<file path="src/rtl/lc2k_control_fsm.sv">
// Multicycle control sequencer for the LC2K core (PC/IR/RF/memory strobes, ALU controls).
// Optional performance counters are enabled by defining LC2K_PERF_CNT_EN.
module lc2k_control_fsm #(
  parameter int INSTR_W = 32,
  parameter int CNT_W   = 32
) (
  input  logic               clk,
  input  logic               rst_n,
  input  logic [INSTR_W-1:0] instr,
  input  logic               alu_eq,
  input  logic               mem_ready,
  output logic [1:0]         pc_sel,
  output logic               pc_write,
  output logic               ir_write,
  output logic               mem_req,
  output logic               mem_we,
  output logic               mem_addr_sel,
  output logic [1:0]         alu_op,
  output logic               alu_srcb,
  output logic               rf_write,
  output logic               rf_waddr_sel,
  output logic [1:0]         rf_wdata_sel,
`ifdef LC2K_PERF_CNT_EN
  output logic               halted,
  output logic [CNT_W-1:0]   cycle_cnt,
  output logic [CNT_W-1:0]   instr_cnt
`else
  output logic               halted
`endif
);

  typedef enum logic [2:0] {
    S_FETCH, S_DECODE, S_EXEC, S_MEM, S_WB, S_BRANCH, S_HALTED
  } state_e;

  localparam logic [2:0] OP_ADD  = 3'd0;
  localparam logic [2:0] OP_NOR  = 3'd1;
  localparam logic [2:0] OP_LW   = 3'd2;
  localparam logic [2:0] OP_SW   = 3'd3;
  localparam logic [2:0] OP_BEQ  = 3'd4;
  localparam logic [2:0] OP_JALR = 3'd5;
  localparam logic [2:0] OP_HALT = 3'd6;

  state_e     state_q, state_d;
  logic [2:0] opcode;

  assign opcode = instr[24:22];

  logic unused_instr;
  assign unused_instr = ^{instr[INSTR_W-1:25], instr[21:0]};

  always_ff @(posedge clk or negedge rst_n) begin
    if (!rst_n) state_q <= S_FETCH;
    else        state_q <= state_d;
  end

  // Outputs are forced low while rst_n is asserted so an aborted access drops immediately.
  always_comb begin
    state_d      = state_q;
    pc_sel       = 2'b00;
    pc_write     = 1'b0;
    ir_write     = 1'b0;
    mem_req      = 1'b0;
    mem_we       = 1'b0;
    mem_addr_sel = 1'b0;
    alu_op       = 2'b00;
    alu_srcb     = 1'b0;
    rf_write     = 1'b0;
    rf_waddr_sel = 1'b0;
    rf_wdata_sel = 2'b00;
    halted       = 1'b0;
    if (rst_n) begin
      unique case (state_q)
        S_FETCH: begin
          mem_req = 1'b1;
          if (mem_ready) begin
            ir_write = 1'b1;
            state_d  = S_DECODE;
          end
        end
        S_DECODE: begin
          unique case (opcode)
            OP_ADD, OP_NOR, OP_LW, OP_SW: state_d = S_EXEC;
            OP_BEQ, OP_JALR:              state_d = S_BRANCH;
            OP_HALT:                      state_d = S_HALTED;
            default: begin
              pc_write = 1'b1;
              state_d  = S_FETCH;
            end
          endcase
        end
        S_EXEC: begin
          unique case (opcode)
            OP_NOR: begin
              alu_op  = 2'b01;
              state_d = S_WB;
            end
            OP_LW, OP_SW: begin
              alu_srcb = 1'b1;
              state_d  = S_MEM;
            end
            default: state_d = S_WB;
          endcase
        end
        S_MEM: begin
          mem_req      = 1'b1;
          mem_addr_sel = 1'b1;
          mem_we       = (opcode == OP_SW);
          if (mem_ready) begin
            if (opcode == OP_SW) begin
              pc_write = 1'b1;
              state_d  = S_FETCH;
            end else begin
              state_d  = S_WB;
            end
          end
        end
        S_WB: begin
          rf_write = 1'b1;
          pc_write = 1'b1;
          if (opcode == OP_LW) begin
            rf_waddr_sel = 1'b1;
            rf_wdata_sel = 2'b01;
          end
          state_d = S_FETCH;
        end
        S_BRANCH: begin
          pc_write = 1'b1;
          if (opcode == OP_JALR) begin
            rf_write     = 1'b1;
            rf_waddr_sel = 1'b1;
            rf_wdata_sel = 2'b10;
            pc_sel       = 2'b10;
          end else begin
            alu_op = 2'b10;
            pc_sel = alu_eq ? 2'b01 : 2'b00;
          end
          state_d = S_FETCH;
        end
        S_HALTED: halted = 1'b1;
        default:  state_d = S_FETCH;
      endcase
    end
  end

`ifdef LC2K_PERF_CNT_EN
  logic [CNT_W-1:0] cycle_cnt_q, cycle_cnt_d;
  logic [CNT_W-1:0] instr_cnt_q, instr_cnt_d;

  // The cycle that commits to HALTED is not counted, so the count freezes on halt entry.
  always_comb begin
    cycle_cnt_d = cycle_cnt_q;
    instr_cnt_d = instr_cnt_q;
    if (state_q != S_HALTED && state_d != S_HALTED)
      cycle_cnt_d = cycle_cnt_q + CNT_W'(1);
    if (pc_write || (state_q == S_DECODE && state_d == S_HALTED))
      instr_cnt_d = instr_cnt_q + CNT_W'(1);
  end

  always_ff @(posedge clk or negedge rst_n) begin
    if (!rst_n) begin
      cycle_cnt_q <= '0;
      instr_cnt_q <= '0;
    end else begin
      cycle_cnt_q <= cycle_cnt_d;
      instr_cnt_q <= instr_cnt_d;
    end
  end

  assign cycle_cnt = cycle_cnt_q;
  assign instr_cnt = instr_cnt_q;
`else
  logic [31:0] unused_cnt_w;
  assign unused_cnt_w = 32'(CNT_W);
`endif

endmodule
</file>
<file path="config.mk">
export PLATFORM = sky130hd
export DESIGN_NAME = lc2k_control_fsm
export DESIGN_NICKNAME = d
export VERILOG_FILES = /design/src/rtl/lc2k_control_fsm.sv
export SDC_FILE = /design/constraint.sdc
export NUM_CORES = 1
export LEC_CHECK = 0
export ABC_AREA = 1
export CAP_MARGIN = 30
export CORE_UTILIZATION = 29
export DETAILED_ROUTE_END_ITERATION = 8
export PLACE_DENSITY = 0.92
export SETUP_SLACK_MARGIN = 0.4
export SLEW_MARGIN = 30
export SYNTH_ARGS = -nofsm -noshare
export SYNTH_HDL_FRONTEND = slang
export SYNTH_SLANG_ARGS = --single-unit
</file>
<file path="constraint.sdc">
create_clock -name clk -period 2.8 [get_ports clk]
set_input_delay 0.56 -clock clk [delete_from_list [all_inputs] [get_ports clk]]
set_output_delay 0.56 -clock clk [all_outputs]
set_load 0.02 [all_outputs]
</file>
; After elaboration in Yosys (flattened, before gate mapping)
; Cells that the tools add are included.
[op_classes]
n_eq_ne = 14
muxes = 43
n_bitwise = 1
reduce_logical = 9
[ops]
columns = operator, n
row1 = $mux W1, 25
row2 = $eq A3 B3 Y1 const B, 6
row3 = $pmux W3 S5, 1
row4 = $mux W2, 7
row5 = $eq A3 B2 Y1 const B, 4
row6 = $mux W3, 4
row7 = $pmux W3 S3, 1
row8 = $pmux W2 S2, 2
row9 = $reduce_or A2 Y1, 4
row10 = $reduce_or A7 Y1, 1
row11 = $eq A3 B1 Y1 const B, 2
row12 = $logic_not A3 Y1, 2
row13 = $ne A2 B2 Y1 const B, 2
row14 = $pmux W1 S2, 2
row15 = $reduce_and A4 Y1, 1
row16 = $reduce_or A4 Y1, 1
row17 = $pmux W1 S3, 1
row18 = $not A1 Y1, 1
[totals]
regBits = 3
input_bits = 36
out_inout_bits = 15

; Logic depth before layout (Yosys ltp)
[logic_depth]
depth_word = 5
depth_mapped = 8
depth_no_buf = 7

; Worst setup path before layout
; OpenSTA, ideal clock, no wires.
[synth_path]
path_kind = in2out
start = input port instr[23]
end = output port alu_op[0]
arrival_time_ps = 1372
required_time_ps = 2240
slack_ps = 868
stages = 3
cell_sequence = inv_1 -> nand2_1 -> nor4_1
[synth_via]
elab_chain_cells = 4
[synth_lines]
columns = element, line_no
row1 = "start, declared", 9  ; input logic [INSTR_W-1:0] instr,
row2 = $eq A3 B1 Y1, 93  ; unique case (opcode)
row3 = $mux W1, 93
row4 = $pmux W2 S2, 73  ; unique case (state_q)
row5 = $mux W2, 72  ; if (rst_n) begin
row6 = "end, declared", 18  ; output logic [1:0] alu_op,
; Every way passes these cells.

; Worst setup path after layout
[layout_path]
start = input port instr[24]
end = output port alu_op[0]
; The elaborated chain is that of the path after synthesis.

==> impl_table.tex <==
\begin{tabular}{lr}
\hline
Metric & Value \\
\hline
\multicolumn{2}{l}{\textbf{Outcome}} \\
\quad Status & completed \\
\multicolumn{2}{l}{\textbf{Critical path}} \\
\quad Largest stage delay on the critical path & around 440 ps \\
\quad Kind of end point of the critical path & primary output \\
\quad Critical Path, Cell by Cell & clkdlybuf4s50\_1 > buf\_4 > nor4\_1 > dlygate4sd2\_1 \\
\quad Critical Path RT & between 2000 and 2500 ps \\
\quad Max FO, Critical Path & 3 \\
\quad Worst setup startpoint & instr[24] \\
\quad Max stage delay cell, worst path & sky130\_fd\_sc\_hd\_\_clkdlybuf4s50\_1 \\
\quad Arrival time at the worst endpoint & 1770 ps \\
\quad Critical path buffers and inverters & 3 \\
\quad Kind of launch point of the worst setup path & input pin \\
\quad Critical R2R Launch & state\_q[1]\$\_DFFE\_PN0P\_ \\
\quad Category of the most critical setup path & in2out \\
\quad Top Family by Delay on Critical Path & buffers and inverters \\
\multicolumn{2}{l}{\textbf{STA}} \\
\quad Relative slew slack & 0.783 \\
\quad Hold Slack & 601 ps \\
\quad Final clock period utilization by the worst path & 0.833 \\
\quad Fmax & roughly 430 MHz \\
\quad Number of slew-limit violations in the final report & 0 \\
\quad Setup Skew & around 11 ps \\
\quad Final worst slack & 469 ps \\
\quad Sum Neg Setup Slack & 0 ps \\
\quad Setup violation total in the final timing report & 0 \\
\quad Tightest Pin Transition & between 300 and 400 ps \\
\quad Count of endpoints failing hold in the final timing report & 0 \\
\quad Unrepaired setup endpoints after global routing & true \\
\quad Post-layout minimum cycle time & 2330 ps \\
\multicolumn{2}{l}{\textbf{GRT}} \\
\quad Met2 track utilization from global routing & 0.300 \\
\quad Met1 usage in global routing & 0.206 \\
\quad Number of antenna violations at the first check in global routing & 0 \\
\quad GR Overflow Total & 0 \\
\quad Global Route met3 Usage & 0.0522 \\
\quad Gr usage total & 0.180 \\
\quad Global-route wire length before repair & roughly 2.4 mm \\
\quad Via count of the first global-routing pass & a little under 600 \\
\quad Maximum number of pins on one net before global-route repair & 12 \\
\quad Gr busiest metal & met2 \\
\multicolumn{2}{l}{\textbf{Floorplan}} \\
\quad Height of the die & 41.4 um \\
\quad Cell row count & 13 \\
\quad Width of the die & approximately 41 um \\
\quad I/O pin total & 51 \\
\quad Starting density of the core & 0.330 \\
\quad Overall die area & 0.00171 sq mm \\
\quad Area of the core & 0.00137 sq mm \\
\multicolumn{2}{l}{\textbf{Yosys}} \\
\quad Number of enable flip-flop cells after synthesis & 0 \\
\quad Sequential cell area fraction in the yosys report & 0.167 \\
\quad Number of nets produced by synthesis & between 100 and 150 \\
\quad Top FF cell, synth & sky130\_fd\_sc\_hd\_\_dfrtp\_1 \\
\quad Synth Cell Area & 450 sq um \\
\quad Proportion of synthesized flip-flops having asynchronous set or reset & 1.00 \\
\quad Yosys cell types & 18 \\
\quad Count of yosys warnings during synthesis & 0 \\
\quad Number of synthesized register bits & 3 \\
\quad Area leader, netlist & sky130\_fd\_sc\_hd\_\_nand2\_1 \\
\quad List of most frequent post-synthesis cells & 24 x sky130\_fd\_sc\_hd\_\_nand2\_1, 16 x sky130\_fd\_sc\_hd\_\_nor2\_1, 15 x sky130\_fd\_sc\_hd\_\_nand3\_1 \\
\quad Instance count of the mapped netlist & 85 \\
\quad Top-area cell type share of the netlist area & 0.200 \\
\quad Cells taking the most area after synthesis & sky130\_fd\_sc\_hd\_\_nand2\_1 20\%, sky130\_fd\_sc\_hd\_\_dfrtp\_1 17\%, sky130\_fd\_sc\_hd\_\_nand3\_1 17\% \\
\quad Syn\_area\_per\_cell & 5.30 sq um \\
\quad Most used standard cell by instance count after synthesis & sky130\_fd\_sc\_hd\_\_nand2\_1 \\
\multicolumn{2}{l}{\textbf{Clocking}} \\
\quad Post-CTS clock slew at the launch and capture registers of the worst setup and hold paths & 40 ps \\
\quad Clock tree from TritonCTS & done \\
\quad CTS Root Cell & sky130\_fd\_sc\_hd\_\_clkbuf\_4 \\
\quad Clk sinks & 3 \\
\quad H-Tree Level Count & 1 \\
\quad Max clock buf depth & 2 \\
\quad TritonCTS buffer count & 3 \\
\quad Clk\_lat worst skew & 240 ps \\
\quad Hold-fix buffers at CTS & 0 \\
\multicolumn{2}{l}{\textbf{Cells and area}} \\
\quad Final Net Count & 150 \\
\quad Largest regs & state\_q: 3 flops \\
\quad Layout-stage area growth over the synthesis result & 53.3\% \\
\quad \# diodes & 0 \\
\quad Max FFs per register & 3 \\
\quad Register ranked first by flip-flop count & state\_q \\
\quad Post-layout util & 0.505 \\
\quad Proportion of layout cells with a drive suffix above 1 & 0.248 \\
\multicolumn{2}{l}{\textbf{Place}} \\
\quad Detail Placement HPWL & 1.07 mm \\
\quad Worst slack at placement & -48.3 ps \\
\quad Global placer's final weighted congestion & 0.914 \\
\quad Port-buffer cells & 21 \\
\multicolumn{2}{l}{\textbf{Detailed routing}} \\
\quad DRT Wirelength & 1.38 mm \\
\quad WL per Instance & 10.7 um \\
\quad Number of detailed-routing iterations run before antenna repair & 4 \\
\quad Remaining design rule violation count & 0 \\
\quad Count of antenna-violating nets left after detailed routing & 0 \\
\quad Avg Vias per Cell & 5.04 \\
\quad Detailed-route via count & 645 \\
\quad First-iteration detailed-routing DRC count & 17 \\
\multicolumn{2}{l}{\textbf{Power}} \\
\quad Worst supply voltage drop on vdd & 0.228 mV \\
\quad Pwr Density & approximately 590 mW/mm\^{}2 \\
\quad Leakage power of the design & 0.385 nW \\
\multicolumn{2}{l}{\textbf{Job}} \\
\quad Max-capacitance violation count & 0 \\
\multicolumn{2}{l}{\textbf{Hold path}} \\
\quad Classification of the worst-slack hold path & in2async \\
\hline
\end{tabular}
cell type report:
| type | count | area (sq um) |
|---|---|---|
| Tap cell | 15 | 18.8 |
| Timing Repair Buffer | 27 | 211 |
| Clock buffer | 4 | 26.3 |
| Fill cell | 128 | 676 |
| Inverter | 9 | 35.0 |
| Multi-Input combinational cell | 70 | 324 |
| Sequential cell | 3 | 75.1 |
timing repair:
action                     in CTS  in global routing
setup buffers                   0                  0
hold endpoints to repair        0                  0
setup endpoints to repair      15                 10
gates resized for setup        26                 22
routing by layer:
metal | wire length, um | up-vias | share of wire
li1 | - | 331 | -
met1 | 589 | 288 | 0.43
met2 | 707 | 24 | 0.51
met3 | 62 | 2 | 0.045
met4 | 15 | 0 | 0.011
met5 | 0 | - | 0
power breakdown:
part | internal, mW | switching, mW | total, mW
clock | 0.0536 | 0.0262 | 0.0798
combinational | 0.0871 | 0.147 | 0.234
sequential | 0.0590 | 0.0374 | 0.0964
total | 0.200 | 0.211 | 0.411
stage by stage:
stage,power (mW),instance area [sq um],instances
floorplan,0.269,450,85
global placement,0.332,711,124
detailed placement,0.340,711,124
CTS,0.404,728,128
global route,0.452,691,128
finish,0.411,691,128
worst paths after layout:
kind	to	slack [ps]	cells after the start
min reg2reg	state_q[0]$_DFFE_PN0P_	640	2
max	alu_op[0]	470	4
max in group asynchronous	state_q[0]$_DFFE_PN0P_	2080	2
min	state_q[1]$_DFFE_PN0P_	600	2
min in group clk	state_q[0]$_DFFE_PN0P_	640	2
max reg2reg	state_q[2]$_DFFE_PN0P_	1540	6
cell usage in the layout, fill, tap and decap left out, drive strengths merged:
master / n
clkdlybuf4s50: 4
nand2: 26
nor4: 1
nor2: 17
inv: 8
a21oi: 5
dfrtp: 3
or2: 1
nor3: 2
nand3: 15
o21ai: 1
dlygate4sd2: 7
buf: 9
nor3b: 1
clkbuf: 11
clkinv: 1
a31oi: 1
cells by family (layout without fill, tap and decap cells):
group / Yosys count / after routing / share of synthesized area
and+or+nand+nor: 63 / 63 / 0.608
DFF: 3 / 3 / 0.167
AOI/OAI and AO/OA: 7 / 7 / 0.0889
buffers and inverters: 12 / 40 / 0.136
Power figures use the tool's default switching activity.
